===== config.mk =====
export PLATFORM = sky130hd
export DESIGN_NAME = bank_read_gather_flat
export DESIGN_NICKNAME = d
export VERILOG_FILES = /design/src/rtl/bank_read_gather_if.sv /design/src/rtl/bank_read_gather.sv /design/src/flat_wrapper.sv
export SDC_FILE = /design/constraint.sdc
export NUM_CORES = 1
export LEC_CHECK = 0
export BUFFER_PORTS_ARGS = -buffer_cell sky130_fd_sc_hd__buf_4
export CAP_MARGIN = 20
export CORE_MARGIN = 2
export CORE_UTILIZATION = 30
export DETAILED_ROUTE_END_ITERATION = 10
export PLACE_DENSITY = 0.54
export SYNTH_ARGS = -nofsm -noshare
export SYNTH_HDL_FRONTEND = slang
export SYNTH_SLANG_ARGS = --single-unit

===== constraint.sdc =====
create_clock -name clk -period 2.13 [get_ports clk]
set_clock_uncertainty 0.05 [all_clocks]
set_input_delay 0.426 -clock clk [delete_from_list [all_inputs] [get_ports clk]]
set_output_delay 0.426 -clock clk [all_outputs]
set_load 0.02 [all_outputs]

===== src/rtl/bank_read_gather_if.sv =====
// Bundle of the bank read-gather signals.
// The master side issues read beats, carries the bank read data and the error
// clear, and receives the gathered beat. The slave side is the gather block.
//   req_valid       read beat issued to the banks this cycle
//   BI_bus          per-lane bank index, lane i at [i*SELW +: SELW]
//   bank_rdata_bus  bank read data, bank b at [b*W +: W]
//   clr_err         clears the sticky error flag
//   out_valid       gathered beat valid (single-cycle pulse)
//   lane_rdata_bus  gathered data, lane i at [i*W +: W]
//   out_BI_bus      bank map belonging to the output beat
//   beat_conflict   output beat had two lanes on one bank
//   beat_range_err  output beat had a bank index >= N
//   err_sticky      OR of beat errors since reset or clr_err
interface bank_read_gather_if #(
   parameter int N    = 8,
   parameter int W    = 16,
   parameter int SELW = 3
);
   logic              req_valid;
   logic [N*SELW-1:0] BI_bus;
   logic [N*W-1:0]    bank_rdata_bus;
   logic              clr_err;
   logic              out_valid;
   logic [N*W-1:0]    lane_rdata_bus;
   logic [N*SELW-1:0] out_BI_bus;
   logic              beat_conflict;
   logic              beat_range_err;
   logic              err_sticky;

   modport master (
      output req_valid, BI_bus, bank_rdata_bus, clr_err,
      input  out_valid, lane_rdata_bus, out_BI_bus,
             beat_conflict, beat_range_err, err_sticky
   );

   modport slave (
      input  req_valid, BI_bus, bank_rdata_bus, clr_err,
      output out_valid, lane_rdata_bus, out_BI_bus,
             beat_conflict, beat_range_err, err_sticky
   );
endinterface


===== src/rtl/bank_read_gather.sv =====
// Return path of the lane-to-bank scatter: the bank map of each read beat is
// captured at request time, delayed by the bank read latency, and used to
// route every bank's read data back to the lane that asked for it.
// Ports:
//   clk    clock
//   rst_n  synchronous active-low reset
//   bus    bank_read_gather_if.slave (request, bank data, gathered output,
//          per-beat conflict / range flags and sticky error)
module bank_read_gather #(
   parameter int N      = 8,
   parameter int W      = 16,
   parameter int SELW   = 3,
   parameter int RD_LAT = 2
) (
   input  logic                 clk,
   input  logic                 rst_n,
   bank_read_gather_if.slave    bus
);

   localparam int H = RD_LAT - 1;
   // N widened by one bit so "index >= N" stays meaningful when 2^SELW == N.
   localparam logic [SELW:0] N_X = (SELW + 1)'(N);

   logic              conflict_in;
   logic              range_in;

   logic              vld_q   [RD_LAT];
   logic              vld_d   [RD_LAT];
   logic [N*SELW-1:0] bi_q    [RD_LAT];
   logic [N*SELW-1:0] bi_d    [RD_LAT];
   logic              cf_q    [RD_LAT];
   logic              cf_d    [RD_LAT];
   logic              rg_q    [RD_LAT];
   logic              rg_d    [RD_LAT];

   logic              out_valid_q,      out_valid_d;
   logic signed [N*W-1:0] lane_rdata_q, lane_rdata_d;
   logic [N*SELW-1:0] out_bi_q,         out_bi_d;
   logic              beat_conflict_q,  beat_conflict_d;
   logic              beat_range_err_q, beat_range_err_d;
   logic              err_sticky_q,     err_sticky_d;

   // Request stage: flag the beat while its map is on the bus.
   always_comb begin
      conflict_in = 1'b0;
      range_in    = 1'b0;
      for (int i = 0; i < N; i++) begin
         if ({1'b0, bus.BI_bus[i*SELW +: SELW]} >= N_X) range_in = 1'b1;
         for (int j = i + 1; j < N; j++) begin
            if ((bus.BI_bus[i*SELW +: SELW] == bus.BI_bus[j*SELW +: SELW]) &&
                ({1'b0, bus.BI_bus[i*SELW +: SELW]} < N_X))
               conflict_in = 1'b1;
         end
      end
   end

   // Delay line: free-running shift, aligns the map with bank read data.
   always_comb begin
      vld_d[0] = bus.req_valid;
      bi_d[0]  = bus.BI_bus;
      cf_d[0]  = conflict_in;
      rg_d[0]  = range_in;
      for (int s = 1; s < RD_LAT; s++) begin
         vld_d[s] = vld_q[s-1];
         bi_d[s]  = bi_q[s-1];
         cf_d[s]  = cf_q[s-1];
         rg_d[s]  = rg_q[s-1];
      end
   end

   // Gather stage: head of the delay line selects a bank per lane.
   always_comb begin
      out_valid_d      = vld_q[H];
      lane_rdata_d     = lane_rdata_q;
      out_bi_d         = out_bi_q;
      beat_conflict_d  = beat_conflict_q;
      beat_range_err_d = beat_range_err_q;
      if (vld_q[H]) begin
         out_bi_d         = bi_q[H];
         beat_conflict_d  = cf_q[H];
         beat_range_err_d = rg_q[H];
         for (int i = 0; i < N; i++) begin
            // Out-of-range indices match no bank and leave the lane at zero.
            lane_rdata_d[i*W +: W] = '0;
            for (int b = 0; b < N; b++) begin
               if (bi_q[H][i*SELW +: SELW] == SELW'(b))
                  lane_rdata_d[i*W +: W] = bus.bank_rdata_bus[b*W +: W];
            end
         end
      end
      // Set from the registered beat flags wins over a coincident clear.
      err_sticky_d = (out_valid_q & (beat_conflict_q | beat_range_err_q)) |
                     (err_sticky_q & ~bus.clr_err);
   end

   always_ff @(posedge clk) begin
      if (!rst_n) begin
         for (int s = 0; s < RD_LAT; s++) vld_q[s] <= 1'b0;
         out_valid_q      <= 1'b0;
         lane_rdata_q     <= '0;
         out_bi_q         <= '0;
         beat_conflict_q  <= 1'b0;
         beat_range_err_q <= 1'b0;
         err_sticky_q     <= 1'b0;
      end else begin
         vld_q            <= vld_d;
         out_valid_q      <= out_valid_d;
         lane_rdata_q     <= lane_rdata_d;
         out_bi_q         <= out_bi_d;
         beat_conflict_q  <= beat_conflict_d;
         beat_range_err_q <= beat_range_err_d;
         err_sticky_q     <= err_sticky_d;
      end
   end

   // Map and flags in flight are qualified by vld_q, so they need no reset.
   always_ff @(posedge clk) begin
      bi_q <= bi_d;
      cf_q <= cf_d;
      rg_q <= rg_d;
   end

   assign bus.out_valid      = out_valid_q;
   assign bus.lane_rdata_bus = lane_rdata_q;
   assign bus.out_BI_bus     = out_bi_q;
   assign bus.beat_conflict  = beat_conflict_q;
   assign bus.beat_range_err = beat_range_err_q;
   assign bus.err_sticky     = err_sticky_q;

endmodule


===== src/flat_wrapper.sv =====
// flat-port wrapper written by rule: the top's interface ports become plain ports
module bank_read_gather_flat 
#(
   parameter int N      = 8,
   parameter int W      = 16,
   parameter int SELW   = 3,
   parameter int RD_LAT = 2
)
  (clk, rst_n, bus_req_valid, bus_BI_bus, bus_bank_rdata_bus, bus_clr_err, bus_out_valid, bus_lane_rdata_bus, bus_out_BI_bus, bus_beat_conflict, bus_beat_range_err, bus_err_sticky);
  bank_read_gather_if #(.N(N), .W(W), .SELW(SELW)) bus_i ();
  input  logic clk;
  input  logic rst_n;
  input wire logic [$bits(bus_i.req_valid)-1:0] bus_req_valid;
  input wire logic [$bits(bus_i.BI_bus)-1:0] bus_BI_bus;
  input wire logic [$bits(bus_i.bank_rdata_bus)-1:0] bus_bank_rdata_bus;
  input wire logic [$bits(bus_i.clr_err)-1:0] bus_clr_err;
  output wire logic [$bits(bus_i.out_valid)-1:0] bus_out_valid;
  output wire logic [$bits(bus_i.lane_rdata_bus)-1:0] bus_lane_rdata_bus;
  output wire logic [$bits(bus_i.out_BI_bus)-1:0] bus_out_BI_bus;
  output wire logic [$bits(bus_i.beat_conflict)-1:0] bus_beat_conflict;
  output wire logic [$bits(bus_i.beat_range_err)-1:0] bus_beat_range_err;
  output wire logic [$bits(bus_i.err_sticky)-1:0] bus_err_sticky;
  assign bus_i.req_valid = bus_req_valid;
  assign bus_i.BI_bus = bus_BI_bus;
  assign bus_i.bank_rdata_bus = bus_bank_rdata_bus;
  assign bus_i.clr_err = bus_clr_err;
  assign bus_out_valid = bus_i.out_valid;
  assign bus_lane_rdata_bus = bus_i.lane_rdata_bus;
  assign bus_out_BI_bus = bus_i.out_BI_bus;
  assign bus_beat_conflict = bus_i.beat_conflict;
  assign bus_beat_range_err = bus_i.beat_range_err;
  assign bus_err_sticky = bus_i.err_sticky;
  bank_read_gather #(.N(N), .W(W), .SELW(SELW), .RD_LAT(RD_LAT)) u_core (.clk(clk), .rst_n(rst_n), .bus(bus_i));
endmodule

==> results.cfg <==
[run_status]
outcome = finished with violations
violations = setup timing

[critical_path]
crit_slowest_cell = dfxtp_2
crit_path_end_kind = flop
path_class = flop to flop
crit_chain = buf_4 -> mux2_2 -> o32a_1 -> nor2_1 -> a221oi_1 -> a21oi_1 -> a21oi_1
required_ns = 2.53
reg2reg_depth = 7
cp.buffers_inverters = 1
max_stage_delay_ns = 0.54
cp_top_family = compound AO/OA/AOI/OAI gates
start_kind = flop
crit_top_cell = a21oi_1
reg2reg_to = u_core.bus.lane_rdata_bus[69]
crit_fanout = 12
critPathArrivalTime_ns = 2.54
regToRegStartpoint = u_core.bi_q[14]
reg2reg_slack_ns = -0.02

[die]
start_util = 0.303
core_um2 = 53700
die-area_um2 = 56100
die_w_um = 237
ioPinCount = 312
num_rows = 85
die_y_um = 237

[global_routing]
grt_remaining_overflow = 0
grt_pass1_wl_mm = 152
grt_max_degree = 63
grt_usage = 0.387
grt_pass1_vias = 18316
antenna_found_initial = 15

[final_layout]
layout-drive-gt1-share = 0.234
syn2layout_area_growth_pct = 24.3
num-fill-cells = 5575
nets = 2483

[routing]
vias = 20213
first_pass_iters = 6
drtAntennaViolNets = 0
viasPerCell = 6.63
drc = 0
wl_per_cell_um = 37.1
drt-initial-drc-count = 3092
routed_wl_mm = 113

[synthesis]
synthSimpleGateAreaFrac = 0.132
synth-adder-area-share = 0
synthMuxAreaShare = 0.111
synth.net_count = 2319
synth_top_family_by_area = compound AO/OA/AOI/OAI gates
async_flop_share = 0
yosys_register_bits = 207
synth_ff_type = dfxtp_1
ys_warn_count = 0
netlist_instances = 2163
synth_cell_types = 52
synth-edff-count = 0
ys_seq_area_frac = 0.255
synth_compound_area_frac = 0.371
syn_avg_cell_area_um2 = 7.52
netlist_area_um2 = 16300
synthXorXnorAreaFrac = 0.0420

[sta]
timing.final.crit_share = 1.01
tightest_slew_ns = 1.07
fmax_ghz = 0.466
holdWs_ns = 0.0179
relSlewSlack = 0.282
rsz0062_at_grt = false
hold_viol = 0
layout_setup_ws_ns = -0.0160
fin_tns_setup_ns = -0.0160
drv_slew = 0
min_period_ns = 2.15
final-setup-viol-count = 1

[clock_tree]
cts_setup_buffers = 0
htree_levels = 1
clock_sinks = 207
tritoncts = built
clockBufferDepth = 3
clock_latency_ns = 0.60
root_buffer = clkbuf_16
numCtsBuffers = 28
path_clk_slew_ns = 0.06

[worst_hold_path]
holdPathStages = 1
hold_end = u_core.bi_d[13]
min_from = bus_BI_bus[13]
hp-class = primary input to flop

[power_and_ir_drop]
p_leak_nw = 8.84
p_per_area_nw_per_um2 = 664
design_power_total_mw = 13.4
max-vdd-ir-drop_v = 0.000581

[job]
drv_cap = 0

[place]
gp_congestion = 0.989
hpwl_mm = 73.5
port_buffers = 310
==> cell usage after synthesis, drive strengths merged (24+ instances only) <==
master / count / area [um^2]
o21ai: 316 / 1580
dfxtp: 207 / 4140
nand2: 191 / 719
a21oi: 176 / 881
nor2: 164 / 626
buf: 155 / 863
clkbuf: 147 / 556
mux2i: 135 / 1350
a221oi: 97 / 862
o211a: 76 / 761
a22o: 73 / 639
xor2: 54 / 473
nor2b: 47 / 297
o211ai: 39 / 293
o22ai: 30 / 188
nor3: 28 / 140
a21o: 27 / 203
a22oi: 25 / 188
xnor2: 24 / 210
==> power by group <==
| group | total (mW) | switching, mW | internal [mW] |
|---|---|---|---|
| Combinational | 3.96 | 2.61 | 1.35 |
| Sequential | 4.29 | 0.228 | 4.06 |
| Clock | 5.16 | 2.27 | 2.89 |
| Total | 13.4 | 5.11 | 8.30 |
==> worst max-delay path by stage <==
stage	slack [ns]	cells past startpoint	end	start
2_1_floorplan	0.50	7	u_core.cf_d[0]	bus_BI_bus[10]
5_1_grt	0.01	7	u_core.bus.lane_rdata_bus[69]	u_core.bi_q[14]
6_report	-0.02	7	u_core.bus.lane_rdata_bus[69]	u_core.bi_q[14]
3_5_place_dp	0.008	6	u_core.bus.lane_rdata_bus[25]	u_core.bi_q[4]
3_3_place_gp	0.005	6	u_core.bus.lane_rdata_bus[25]	u_core.bi_q[4]
4_1_cts	0.007	6	u_core.bus.lane_rdata_bus[25]	u_core.bi_q[4]
==> per-stage QoR <==
step                utilization  instances  setup slack (ns)  cell area (um^2)
floorplan                     -       2163             0.498             16300
detailed placement        0.357       2991           0.00757             19200
finish                    0.376       3049           -0.0160             20200
CTS                       0.376       3044           0.00668             20200
global placement          0.357       2991           0.00478             19200
global route              0.376       3045            0.0104             20200
==> layout make-up <==
type / count / area, um^2 / share of cell area
antenna: 4 / 10.0 / 0.000496
clock buffer: 31 / 764 / 0.0378
clock inverter: 21 / 218 / 0.0108
inverter: 8 / 30.0 / 0.00149
multi-input combinational: 1646 / 10700 / 0.529
sequential: 207 / 4170 / 0.207
tap: 696 / 871 / 0.0431
timing repair buffer: 436 / 3450 / 0.171
==> layout by cell type, fill, tap and decap left out, drive strengths merged, types with 5 or more instances in the layout <==
| cell type | n |
|---|---|
| nor2b | 47 |
| nand2 | 191 |
| a22oi | 25 |
| a31oi | 23 |
| dfxtp | 207 |
| mux2i | 135 |
| nand4 | 6 |
| inv | 16 |
| buf | 435 |
| xor2 | 54 |
| a22o | 73 |
| o211a | 76 |
| nand2b | 17 |
| clkbuf | 31 |
| o21ai | 316 |
| a221oi | 97 |
| a21oi | 176 |
| nand3 | 13 |
| nor2 | 164 |
| o22ai | 30 |
| mux4 | 10 |
| a21o | 27 |
| a211oi | 5 |
| o211ai | 39 |
| xnor2 | 24 |
| nor3 | 28 |
| o32a | 18 |
| nand3b | 5 |
| clkinvlp | 7 |
| mux2 | 20 |
==> what timing repair did <==
item / CTS / global route
hold buffers: 1 / 0
gates resized for setup: 0 / 3
setup endpoints to repair: 0 / 3
hold endpoints to repair: 1 / 0
==> per-layer routing <==
| layer | track usage | vias to the layer above | part of all wire |
|---|---|---|---|
| met3 | 0.140 | 468 | 0.14 |
| li1 | - | 8288 | - |
| met4 | 0.284 | 10 | 0.089 |
| met2 | 0.546 | 1661 | 0.40 |
| met5 | 0 | - | 0.00070 |
| met1 | 0.484 | 9786 | 0.37 |
==> registers in the layout, indices dropped and copies added (netlist names) <==
name	cells
u_core.out_valid_d	1
u_core.bus.out_valid	1
u_core.bi_q	24
u_core.bus.lane_rdata_bus	128
u_core.cf_d	1
u_core.bus.beat_conflict	1
u_core.vld_d	1
u_core.bus.err_sticky	1
u_core.bi_d	24
u_core.cf_q	1
u_core.bus.out_BI_bus	24
==> cells by family (layout without fill, tap and decap cells) <==
kind of cell           Yosys count  after routing
XOR/XNOR                        78             78
other                            1              5
AND/OR/NAND/NOR                489            489
multiplexers                   165            165
flip-flops                     207            207
AO/OA/AOI/OAI                  913            913
buffers and inverters          310            496
(Power assumes the default switching activity.)
